==> config.mk <==
export PLATFORM = sky130hd
export DESIGN_NAME = serial_full_adder_flat
export DESIGN_NICKNAME = d
export VERILOG_FILES = /design/src/rtl/serial_full_adder_if.sv /design/src/rtl/serial_full_adder.sv /design/src/flat_wrapper.sv
export SDC_FILE = /design/constraint.sdc
export NUM_CORES = 1
export LEC_CHECK = 0
export ABC_AREA = 1
export BUFFER_PORTS_ARGS = -buffer_cell sky130_fd_sc_hd__buf_2
export CAP_MARGIN = 20
export CORE_MARGIN = 2
export CORE_UTILIZATION = 32
export CTS_BUF_LIST = sky130_fd_sc_hd__clkbuf_4 sky130_fd_sc_hd__clkbuf_8 sky130_fd_sc_hd__clkbuf_16
export DETAILED_ROUTE_END_ITERATION = 10
export GPL_ROUTABILITY_DRIVEN = 0
export PLACE_DENSITY = 0.62
export SYNTH_ARGS = -nofsm -noshare
export SYNTH_HDL_FRONTEND = slang
export SYNTH_SLANG_ARGS = --single-unit
export TNS_END_PERCENT = 5
==> constraint.sdc <==
create_clock -name clk -period 1.6 [get_ports clk]
set_input_delay 0.24 -clock clk [delete_from_list [all_inputs] [get_ports clk]]
set_output_delay 0.24 -clock clk [all_outputs]
set_load 0.01 [all_outputs]
==> src/rtl/serial_full_adder_if.sv <==
// Handshake/operand bundle for serial_full_adder.
// ovf is present only when SERIAL_ADD_OVF_EN is defined.
interface serial_full_adder_if #(
    parameter int WIDTH = 8
);
    logic             start;
    logic [WIDTH-1:0] a;
    logic [WIDTH-1:0] b;
    logic             cin;
    logic             busy;
    logic             done;
    logic [WIDTH-1:0] sum;
    logic             cout;
`ifdef SERIAL_ADD_OVF_EN
    logic             ovf;
`endif

`ifdef SERIAL_ADD_OVF_EN
    modport master (output start, a, b, cin, input busy, done, sum, cout, ovf);
    modport slave  (input start, a, b, cin, output busy, done, sum, cout, ovf);
`else
    modport master (output start, a, b, cin, input busy, done, sum, cout);
    modport slave  (input start, a, b, cin, output busy, done, sum, cout);
`endif
endinterface

==> src/rtl/serial_full_adder.sv <==
// Bit-serial adder: a + b + cin, LSB first, one full-adder cell plus a carry flop.
// Optional signed-overflow output enabled by defining SERIAL_ADD_OVF_EN.
module serial_full_adder #(
    parameter int WIDTH = 8
) (
    input  logic                 clk,
    input  logic                 rst_n,
    serial_full_adder_if.slave   bus
);
    localparam int CNT_W = (WIDTH > 1) ? $clog2(WIDTH) : 1;
    localparam logic [CNT_W-1:0] CNT_LAST = CNT_W'(WIDTH - 1);

    typedef enum logic [1:0] {
        S_IDLE = 2'd0,
        S_RUN  = 2'd1,
        S_DONE = 2'd2
    } state_t;

    state_t           r_state;
    state_t           w_state_nxt;
    logic             w_load;
    logic             w_step;
    logic             w_finish;

    logic [WIDTH-1:0] r_a_sh;
    logic [WIDTH-1:0] r_b_sh;
    logic [WIDTH-1:0] r_sum_sh;
    logic [WIDTH-1:0] r_sum;
    logic [CNT_W-1:0] r_cnt;
    logic             r_carry;
    logic             r_cout;
    logic             r_done;
`ifdef SERIAL_ADD_OVF_EN
    logic             r_carry_msb;
    logic             r_ovf;
`endif

    logic             w_s;
    logic             w_last;
    logic [WIDTH-1:0] w_sum_sh_nxt;

    function automatic logic maj3(input logic x, input logic y, input logic z);
        return (x & y) | (x & z) | (y & z);
    endfunction

    assign w_s    = r_a_sh[0] ^ r_b_sh[0] ^ r_carry;
    assign w_last = (r_cnt == CNT_LAST);

    // New sum bit enters at the MSB so the LSB ends up at bit 0 after WIDTH steps.
    always_comb begin
        w_sum_sh_nxt            = r_sum_sh >> 1;
        w_sum_sh_nxt[WIDTH-1]   = w_s;
    end

    always_ff @(posedge clk) begin
        if (!rst_n) begin
            r_state <= S_IDLE;
        end else begin
            r_state <= w_state_nxt;
        end
    end

    always_comb begin
        w_state_nxt = r_state;
        w_load      = 1'b0;
        w_step      = 1'b0;
        w_finish    = 1'b0;
        case (r_state)
            S_IDLE: begin
                if (bus.start) begin
                    w_load      = 1'b1;
                    w_state_nxt = S_RUN;
                end
            end
            S_RUN: begin
                w_step = 1'b1;
                if (w_last) begin
                    w_state_nxt = S_DONE;
                end
            end
            S_DONE: begin
                w_finish    = 1'b1;
                w_state_nxt = S_IDLE;
            end
            default: begin
                w_state_nxt = S_IDLE;
            end
        endcase
    end

    always_ff @(posedge clk) begin
        if (!rst_n) begin
            r_a_sh      <= '0;
            r_b_sh      <= '0;
            r_sum_sh    <= '0;
            r_sum       <= '0;
            r_cnt       <= '0;
            r_carry     <= 1'b0;
            r_cout      <= 1'b0;
            r_done      <= 1'b0;
`ifdef SERIAL_ADD_OVF_EN
            r_carry_msb <= 1'b0;
            r_ovf       <= 1'b0;
`endif
        end else begin
            r_done <= w_finish;
            if (w_load) begin
                r_a_sh  <= bus.a;
                r_b_sh  <= bus.b;
                r_carry <= bus.cin;
                r_cnt   <= '0;
            end
            if (w_step) begin
                r_carry  <= maj3(r_a_sh[0], r_b_sh[0], r_carry);
                r_sum_sh <= w_sum_sh_nxt;
                r_a_sh   <= r_a_sh >> 1;
                r_b_sh   <= r_b_sh >> 1;
                if (!w_last) begin
                    r_cnt <= r_cnt + CNT_W'(1);
                end
`ifdef SERIAL_ADD_OVF_EN
                if (w_last) begin
                    r_carry_msb <= r_carry;
                end
`endif
            end
            // Results only change here, so the previous answer stays visible during RUN.
            if (w_finish) begin
                r_sum  <= r_sum_sh;
                r_cout <= r_carry;
`ifdef SERIAL_ADD_OVF_EN
                r_ovf  <= r_carry_msb ^ r_carry;
`endif
            end
        end
    end

    assign bus.busy = (r_state != S_IDLE);
    assign bus.done = r_done;
    assign bus.sum  = r_sum;
    assign bus.cout = r_cout;
`ifdef SERIAL_ADD_OVF_EN
    assign bus.ovf  = r_ovf;
`endif

endmodule

==> src/flat_wrapper.sv <==
// flat-port wrapper written by rule: the top's interface ports become plain ports
module serial_full_adder_flat 
#(
    parameter int WIDTH = 8
)
  (clk, rst_n, bus_start, bus_a, bus_b, bus_cin, bus_busy, bus_done, bus_sum, bus_cout);
  serial_full_adder_if #(.WIDTH(WIDTH)) bus_i ();
  input  logic clk;
  input  logic rst_n;
  input wire logic [$bits(bus_i.start)-1:0] bus_start;
  input wire logic [$bits(bus_i.a)-1:0] bus_a;
  input wire logic [$bits(bus_i.b)-1:0] bus_b;
  input wire logic [$bits(bus_i.cin)-1:0] bus_cin;
  output wire logic [$bits(bus_i.busy)-1:0] bus_busy;
  output wire logic [$bits(bus_i.done)-1:0] bus_done;
  output wire logic [$bits(bus_i.sum)-1:0] bus_sum;
  output wire logic [$bits(bus_i.cout)-1:0] bus_cout;
  assign bus_i.start = bus_start;
  assign bus_i.a = bus_a;
  assign bus_i.b = bus_b;
  assign bus_i.cin = bus_cin;
  assign bus_busy = bus_i.busy;
  assign bus_done = bus_i.done;
  assign bus_sum = bus_i.sum;
  assign bus_cout = bus_i.cout;
  serial_full_adder #(.WIDTH(WIDTH)) u_core (.clk(clk), .rst_n(rst_n), .bus(bus_i));
endmodule
Word-level counts from Yosys, hierarchy flattened
Cells that the tools add are included.
- register bits: 40
- input port bits: 20
- output and inout bits: 11
- logic and storage cells: 46
- $add $sub $neg: 1
- eq/ne operators: 5
- multiplexer cells: 16
- bitwise operators: 8
- reductions and logical operators: 5
- operators with widths (cell ; number):
    two-way mux 7 bit ; 4
    two-way mux 3 bit ; 3
    two-way mux 1 bit ; 6
    two-way mux 2 bit ; 2
    case mux 2 bit (2 select lines) ; 1
    nonzero test 2 bit ; 2
    adder 3 x 1 -> 3 bit, second input constant ; 1
    bitwise AND 1 bit ; 3
    equality test 3 bit, second input constant ; 1
    equality test 2 x 1 -> 1 bit, second input constant ; 1
    equality test 2 bit, second input constant ; 1
    zero test 2 bit ; 1
    != test 2 x 1 -> 1 bit, second input constant ; 1
    != test 2 bit, second input constant ; 1
    OR 1 bit ; 2
    AND reduction 2 bit ; 1
    OR reduction 2 bit ; 1
    XOR 1 bit ; 2
    NOT 1 bit ; 1

Longest topological paths before layout
Gate-level depths: netlist of the first run.
- depth after elaboration: 5
- depth in mapped cells: 8
- depth with buffers taken out: 8

Worst setup path after synthesis of the first run
Ideal clock, no wire load.
- path type: register to register
- from: register u_core.r_cnt[0]
- to: register u_core.r_cnt[0]
- library setup time: 0.117 ns
- arrival time: 1.092 ns
- path slack: 0.391 ns
- stages on the path, launching flop included: 9
- buffers on the path: 0
- clock period less this slack: 1.209 ns
- path through: dfxtp_1 ha_1 ha_1 inv_1 nand3_1 nand2_1 inv_1 nor2_1 nor2_1
- word-level cells in the longest chain between the ends: 3
- ends and longest elaborated chain (item ; RTL line ; source):
    start, declared ; serial_full_adder.sv:29 ; logic [CNT_W-1:0] r_cnt;
    start signal, assigned ; serial_full_adder.sv:119 ; r_cnt <= r_cnt + CNT_W'(1);
    adder 3 x 1 -> 3 bit, or another cell as far along ; serial_full_adder.sv:119 ;
    two-way mux 3 bit ; serial_full_adder.sv:118 ; if (!w_last) begin
    two-way mux 3 bit (*) ; serial_full_adder.sv:113 ; if (w_step) begin
Mark *: on every way between the ends. The rest lies on a longest branch, timed or not.
A chain may end at the register's enable or synchronous reset.

Worst setup path after layout of the first run
- from: register u_core.r_state[0]
- to: output bus_busy
- word-level cells in the longest chain between the ends: 1
- ends and longest elaborated chain (item ; RTL line ; source):
    start, declared ; serial_full_adder.sv:19 ; state_t r_state;
    start signal, assigned ; serial_full_adder.sv:59 ; r_state <= w_state_nxt;
    nonzero test 2 bit ; serial_full_adder.sv:138 ; assign bus.busy = (r_state != S_IDLE);
    end, declared ; flat_wrapper.sv:14 ; output wire logic [$bits(bus_i.busy)-1:0] bus_busy;
Every way passes these cells.

==> flow_results.org, run 1 <==
** Run status
- The flow ran to the end, and the final reports show no timing, DRC or antenna violations.

** Synth
- Synthesized flop and latch total :: 40
- Most used standard cells in the synthesized netlist :: 59 x sky130_fd_sc_hd__nand2_1, 40 x sky130_fd_sc_hd__dfxtp_1, 35 x sky130_fd_sc_hd__nor2_1, 30 x sky130_fd_sc_hd__inv_1, 23 x sky130_fd_sc_hd__o21ai_0
- Sequential cells were found to cover 48.0% of the synthesized design area.
- The Yosys step of the flow raised 0 warnings.
- Synth cell types :: 20
- Most area-consuming cells after synthesis :: sky130_fd_sc_hd__dfxtp_1 48%, sky130_fd_sc_hd__nand2_1 13%, sky130_fd_sc_hd__nor2_1 7.9%
- FFs w/ async S/R, synth :: 0%
- Among all flip-flop cells after synthesis, the most frequent one is sky130_fd_sc_hd__dfxtp_1.
- Post-synthesis instance area :: between 1500 and 2000 µm²
- Synthesis produced a netlist with a net count of around 260.
- In the post-synthesis netlist, the cell with the most instances is sky130_fd_sc_hd__nand2_1.
- Share of the synthesized area in the top cell type :: about half
- Synthesis produced between 200 and 250 cells.
- The largest total area in the synthesized netlist belongs to sky130_fd_sc_hd__dfxtp_1.
- After synthesis, the mean cell area works out to 7.19 µm².
- In this run, synthesis inferred 0 flip-flops with an integrated enable.

** Clocking
- Cts hold-fix bufs :: 0
- Cells resized by post-CTS repair :: 0
- Number of buffers on the longest clock path :: 2
- Root buffer cell :: sky130_fd_sc_hd__clkbuf_8
- The later pin in the worst-skew pair is clocked with a latency of around 290 ps.
- Postcts setup bufs :: 0
- Clock-pin slew was measured on the worst setup and hold paths at around 80 ps.
- Clock net sink count :: 40
- TritonCTS built the clock tree.
- Clock buffers created by TritonCTS :: 5
- H-tree depth reported by CTS :: 2

** Routing
- The detailed router finished its first iteration with approximately 80 violations.
- Via total after detailed routing :: 1406
- The first detailed-routing pass took 4 iterations.
- After detailed routing, the average wire length per cell comes to 9.61 µm.
- Summed over all layers, the routed wires come to 3210 µm.
- Residual DRC :: 0
- Via density per instance :: 4.21
- The count of nets left with antenna violations once routing finished came out at 0.

** Global route
- Global routing used 3.67% of the available met3 tracks.
- The number of global-route vias before repair is 1320.
- GRT Overall Usage :: between 10% and 20%
- Met2 usage :: 19.5%
- The number of antenna violations at the first check in global routing is 0.
- met2 is the most crowded layer.
- Largest net degree at the start of global routing :: 31
- Summed over all layers, the global routing overflow is 0.
- Global routing usage on met1 :: 16.0%
- The first global-routing pass estimated 5820 µm of wire.

** Finish
- Relative to the synthesized area, the layout overhead comes to 20.2%.
- Layout filler cell count :: 545
- Fin nets :: 286
- In the final layout, the share of cells above drive strength 1 is 18.6%.
- The repair_antennas step left the layout with diodes totalling 0.
- The count of cells in the finished layout, fillers not included, comes to 334.
- Core occupancy in the finished layout :: between 30 and 40%

** STA
- The max-slew violation count was 0.
- Final period demand of the worst path :: 1330 ps
- Slew of the pin with the lowest slew margin :: approximately 340 ps
- Unrepaired setup endpoints after global routing :: false
- In this run the tightest slew margin relative to its limit is 77.6%.
- Between clock sinks in the finished design, the worst skew comes to 5.65 ps.
- Worst hold margin :: 193 ps
- Max Freq :: roughly 0.75 GHz
- For the final routed database, the setup TNS stands at 0 ps.
- Setup violation total in the final timing report :: 0
- The final critical path takes up between 80% and 90% of the cycle.
- The final hold violation count is 0.

** Die
- The die covers 5810 µm².
- The core region is about 5100 µm².
- Width of the die :: 76.2 µm
- The initial utilization of the core area, before any placement, comes to between 30% and 40%.
- Chip height :: 76.2 µm
- I/O pins :: 31
- In this run the core area contains 26 standard-cell rows.

** Pwr
- The design draws 2.17 mW.
- IR analysis of the VDD net gives a maximum drop of 0.669 mV.
- Static leakage power :: 0.947 nW
- Power spread over the standard cell area amounts to 1080 nW/µm².

** Critical path
- The worst setup path is of the reg -> out kind.
- Data arrives at the worst endpoint at between 1000 and 1500 ps.
- Worst setup slack for register-to-register paths :: 270 ps
- Crit Path Max Fanout :: 6
- The worst setup path is captured at an output pin.
- Worst reg2reg path depth :: 5
- The worst setup path is launched from a flop.
- The worst register-to-register path ends at u_core.r_b_sh[0]$_SDFFE_PN0P_.
- STA puts the critical path data required time at ~1400 ps.
- Reg-to-reg critical path startpoint :: u_core.r_state[0]$_SDFFE_PN0P_

** Job
- The tool flagged a number of max-cap violations equal to 0.

** Placement
- Input and output buffers added on the ports amount to 30.
- Once placement completed, the tool counted placed cells totaling 326.
- Detailed Place HPWL :: 2250 µm

** Worst hold path
- The startpoint identified for the worst hold timing path is bus_b[7].
- The tightest min-delay check is of the in -> reg type.
- Counting instances, the worst hold path has a depth of 3.
- End point of the most critical hold path :: u_core.r_b_sh[7]$_SDFFE_PP0P_
-- power by group --
part           internal [mW]  switching, mW  leakage [nW]
logic                 0.0953          0.153         0.559
registers               1.04         0.0216         0.327
clock network          0.510          0.349        0.0614
total                   1.65          0.523         0.947
-- critical path, stage by stage, from the launching register on --
cell and delay [ps]:
sky130_fd_sc_hd__dfxtp_1 490, sky130_fd_sc_hd__nor2_1 120, sky130_fd_sc_hd__inv_1 70, sky130_fd_sc_hd__buf_2 120
-- cells in the final DEF, fill, tap and decap left out --
| master | n |
|---|---|
| sky130_fd_sc_hd__o21ai_0 | 23 |
| sky130_fd_sc_hd__inv_1 | 30 |
| sky130_fd_sc_hd__bufinv_16 | 1 |
| sky130_fd_sc_hd__nor2_4 | 2 |
| sky130_fd_sc_hd__nand2_1 | 59 |
| sky130_fd_sc_hd__nand3_1 | 4 |
| sky130_fd_sc_hd__ha_1 | 2 |
| sky130_fd_sc_hd__dfxtp_1 | 40 |
| sky130_fd_sc_hd__buf_2 | 30 |
| sky130_fd_sc_hd__nor2_1 | 35 |
| sky130_fd_sc_hd__clkinv_2 | 1 |
| sky130_fd_sc_hd__o21ai_2 | 1 |
| sky130_fd_sc_hd__nor3_1 | 1 |
| sky130_fd_sc_hd__nand2_2 | 3 |
| sky130_fd_sc_hd__clkinv_4 | 1 |
| sky130_fd_sc_hd__o22ai_1 | 7 |
| sky130_fd_sc_hd__clkbuf_8 | 6 |
| sky130_fd_sc_hd__a21oi_1 | 13 |
| sky130_fd_sc_hd__fa_1 | 1 |
| sky130_fd_sc_hd__buf_4 | 4 |
-- area by class of cell --
cell class              count  area [µm²]  share of cell area (%)
clock buffers               6        82.6                    4.12
clock inverters             2        38.8                    1.94
inverters                  31         118                    5.87
multi-input cells         151         697                    34.8
flip-flops and latches     40         801                    40.0
well taps                  70        87.6                    4.37
repair buffers             34         180                    8.99
-- cells by family after synthesis --
| kind of cell | Yosys count | synth area share (%) |
|---|---|---|
| compound gates | 44 | 13.7 |
| fa+ha+maj | 3 | 2.70 |
| buf+inv | 41 | 10.4 |
| simple gates | 104 | 25.1 |
| flops | 40 | 48.0 |
-- layer usage --
metal	vias to the layer above	routed length (µm)
li1	780	-
met1	595	1590
met2	25	1430
met3	6	143
met4	0	46
met5	-	0
-- state kept, by name, summed over array words and instances (netlist names) --
signal           flops
u_core.bus.cout      1
u_core.r_state       2
u_core.bus.done      1
u_core.r_sum_sh      8
u_core.r_cnt         3
u_core.r_b_sh        8
u_core.r_a_sh        8
u_core.r_carry       1
u_core.bus.sum       8
-- worst max-delay path by stage --
stage | start | cells past startpoint | slack [ps] | to
after floorplan | u_core.r_cnt[0]$_SDFF_PN0_ | 8 | 390 | u_core.r_cnt[0]$_SDFF_PN0_
after global placement | u_core.r_cnt[0]$_SDFF_PN0_ | 8 | 290 | u_core.r_cnt[0]$_SDFF_PN0_
after detailed placement | u_core.r_cnt[0]$_SDFF_PN0_ | 8 | 300 | u_core.r_cnt[0]$_SDFF_PN0_
after CTS | u_core.r_state[0]$_SDFFE_PN0P_ | 3 | 260 | bus_busy
after global routing | u_core.r_state[1]$_SDFFE_PN0P_ | 6 | 120 | u_core.r_b_sh[0]$_SDFFE_PN0P_
final | u_core.r_state[0]$_SDFFE_PN0P_ | 3 | 270 | bus_busy
-- metrics by stage --
| step | worst slack (ps) | area, µm² |
|---|---|---|
| after global routing | 118 | 2000 |
| final | 269 | 2000 |
| after detailed placement | 297 | 1880 |
| after global placement | 290 | 1880 |
| after CTS | 263 | 2000 |
| after floorplan | 391 | 1670 |
No activity file was read; power rests on OpenSTA's default activity.
==> inputs of run 2 (changes only) <==
clock period = 1.27 ns   (was 1.6 ns; I/O delays follow)
==> run 2 against run 1 <==
Net effect: clock-buffer cell count down 1; utilization grew 2.9 points; sequential share of layout area shrank 2.5 points; via count rose by 3.2%; largest power group unchanged; global-route usage up 0.29 points; register-to-register slack worse by 210 ps; worst setup slack lost 210 ps; wire length is 9.1% higher.
==> flow_results.org, run 2 (synthesized netlist as in run 1, its figures left out) <==
** Routing
- The per-cell routed wire length is 10.3 µm (+6.9%).
- Total detailed-routing wirelength :: 3500 µm (+9.1%)
- The number of detailed-route iterations in the first pass is 4 (unchanged).
- Residual DRC :: 0 (unchanged)
- DRT antenna net count :: 0 (unchanged)
- Via total after detailed routing :: 1451 (+3.2%)
- The per-cell via count in the routed design came to 4.26 (+1.1%).
- Number of DRC markers after the initial detailed-route iteration :: 63 (-22%)

** Die
- Starting density of the core :: 32.9% (unchanged)
- The die outline height came to 76.2 µm (unchanged).
- I/O pins :: 31 (unchanged)
- Floorplan core area :: 5070 µm² (unchanged)
- The area enclosed by the die boundary came to 5810 µm² (unchanged).
- Width of the die :: 76.2 µm (unchanged)
- Number of rows created at floorplan :: 26 (unchanged)

** Worst hold path
- Worst hold path stage count :: 3 (unchanged)
- Class of the tightest hold or removal check :: in -> reg

** Critical path
- The critical path arrival was 1020 ps (-70 ps).
- The worst setup path is of the reg -> out kind.
- Crit Path Max Fanout :: 5 (-1)
- Data required, critical path :: 1080 ps (-280 ps)
- Kind of start point of the critical path :: flop
- The depth of the worst register-to-register path was 6 (+1).
- The worst setup path is captured at an output pin.

** Clocking
- Clock input transition at the sequential cells of the worst setup and hold paths :: 70 ps (about the same)
- The count of hold buffers inserted by post-cts repair was 0 (unchanged).
- CTS tree :: built
- The number of post-CTS setup repair buffers came to 0 (unchanged).
- Clock latency on the worst-skew pair :: 300 ps (about the same)
- Clock buffers created by TritonCTS :: 5 (unchanged)
- Clock net sink count :: 40 (unchanged)
- The buffer depth of the longest clock path is 2 (unchanged).
- The total number of H-tree levels was 2 (unchanged).
- Root buffer cell :: sky130_fd_sc_hd__clkbuf_8

** Global route
- Number of antenna violations at the first check in global routing :: 0 (unchanged)
- Largest net degree at the start of global routing :: 31 (unchanged)
- The global-route usage over all layers came to 12.6% (+0.29 points).
- The sum of overflow across all layers after global routing came to 0 (unchanged).
- Wire length of the first global-routing pass :: 5900 µm (+1.4%)
- The number of global-route vias before repair is 1365 (+3.4%).

** Finish
- The antenna diode instance count came to 0 (unchanged).
- The library cell used most frequently in the layout, excluding fill and tap cells, is sky130_fd_sc_hd__nand2_1.
- Fin nets :: 293 (+2.4%)
- Finished Layout Cells :: 341 (+2.1%)
- From synthesis to final layout, the design area changed by 29.0%.
- In the layout the commonest cells are 59 x sky130_fd_sc_hd__nand2_1, 37 x sky130_fd_sc_hd__dfxtp_1, 34 x sky130_fd_sc_hd__nor2_1.
- Core occupancy in the finished layout :: 42.4% (+2.9 points)
- The share of final-layout standard cells stronger than drive strength 1 came to 23.6% (+5.1 points).

** Pwr
- PD cells :: 1290 nW/µm² (+19%)
- The maximum vdd drop was 0.755 mV (+13%).
- Static leakage power :: 1.01 nW (+6.6%)
- Final Power :: 2.78 mW (+28%)

** STA
- The worst hold slack came to 144 ps (-48.9 ps).
- The worst path uses 95.0% of the clock period.
- The transition at the pin with the smallest max-transition slack came to 342 ps (+6.94 ps).
- Tightest slew margin relative to the limit :: 77.1% (-0.46 points)
- Number of hold violations in the final report :: 0 (unchanged)
- Final period demand of the worst path :: 1210 ps
- Setup Skew :: 6.65 ps (+0.996 ps)
- Final Slew Violations :: 0 (unchanged)
- Max Freq :: 0.829 GHz
- Setup violation total in the final timing report :: 0 (unchanged)

** Run status
- Outcome :: finished clean

** Placement
- The count of input and output buffers is 30 (unchanged).
- # placed instances :: 330 (+1.2%)
- Detailed Place HPWL :: 2260 µm (+0.54%)

** Job
- Max-cap violations :: 0 (unchanged)
[run 2: cell types whose count changed in the layout (fill, tap and decap cells not counted), moves of 2 or more]
cell and change:
sky130_fd_sc_hd__clkbuf_16 +2, sky130_fd_sc_hd__dfxtp_2 +3, sky130_fd_sc_hd__dfxtp_1 -3, sky130_fd_sc_hd__inv_1 -2, sky130_fd_sc_hd__inv_2 +2, sky130_fd_sc_hd__buf_6 +2, sky130_fd_sc_hd__buf_12 +2
[run 2: worst paths after layout]
path	startpoint	endpoint	slack [ps]
worst max-delay path	u_core.r_state[0]$_SDFFE_PN0P_	bus_busy	60
worst min register to register	u_core.r_sum_sh[0]$_SDFFE_PN0P_	u_core.bus.sum[0]$_SDFFE_PN0P_	460
worst max register to register	u_core.r_cnt[0]$_SDFF_PN0_	u_core.r_cnt[0]$_SDFF_PN0_	60
worst min-delay path	bus_b[7]	u_core.r_b_sh[7]$_SDFFE_PP0P_	140
[run 2: what timing repair did]
item	CTS	global route
endpoints found under the setup margin	1	13
gates cloned	0	3
hold endpoints to repair	0	0
pin swaps	0	2
gates resized for setup	2	10
[run 2: stage by stage]
| step | setup TNS, ps | cell area [µm²] | worst slack (ps) |
|---|---|---|---|
| after CTS | 0 | 2060 | 14.7 |
| after global routing | -16.3 | 2150 | -16.3 |
| final | 0 | 2150 | 63.0 |
| after detailed placement | 0 | 1940 | 27.3 |
| after floorplan | 0 | 1670 | 61.2 |
| after global placement | 0 | 1940 | 59.6 |
[run 2: final cells by class]
type,instances,area [µm²]
clock buffer,5,68.8
clock inverter,3,47.5
fill,552,2920
inverter,31,118
multi-input combinational,151,724
sequential,40,805
tap,70,87.6
timing repair buffer,41,300
[run 2: per-layer routing]
| layer | share of wire (%) | wire, µm | vias to the layer above | GRT usage, % |
|---|---|---|---|---|
| li1 | - | - | 794 | - |
| met1 | 49 | 1700 | 625 | 15.2 |
| met2 | 45 | 1580 | 26 | 20.4 |
| met3 | 4.4 | 155 | 6 | 4.15 |
| met4 | 1.8 | 63 | 0 | 5.64 |
| met5 | 0 | 0 | - | 0 |
[run 2: power breakdown]
part	switching [mW]	leakage, nW	internal (mW)
clock	0.463	0.0583	0.591
combinational	0.213	0.623	0.170
sequential	0.0241	0.328	1.31
[run 2: worst max-delay path, stage by stage (launching register included)]
cell,delay (ps)
sky130_fd_sc_hd__dfxtp_2,340
sky130_fd_sc_hd__buf_6,140
sky130_fd_sc_hd__nor2_4,80
sky130_fd_sc_hd__inv_1,40
sky130_fd_sc_hd__buf_2,130
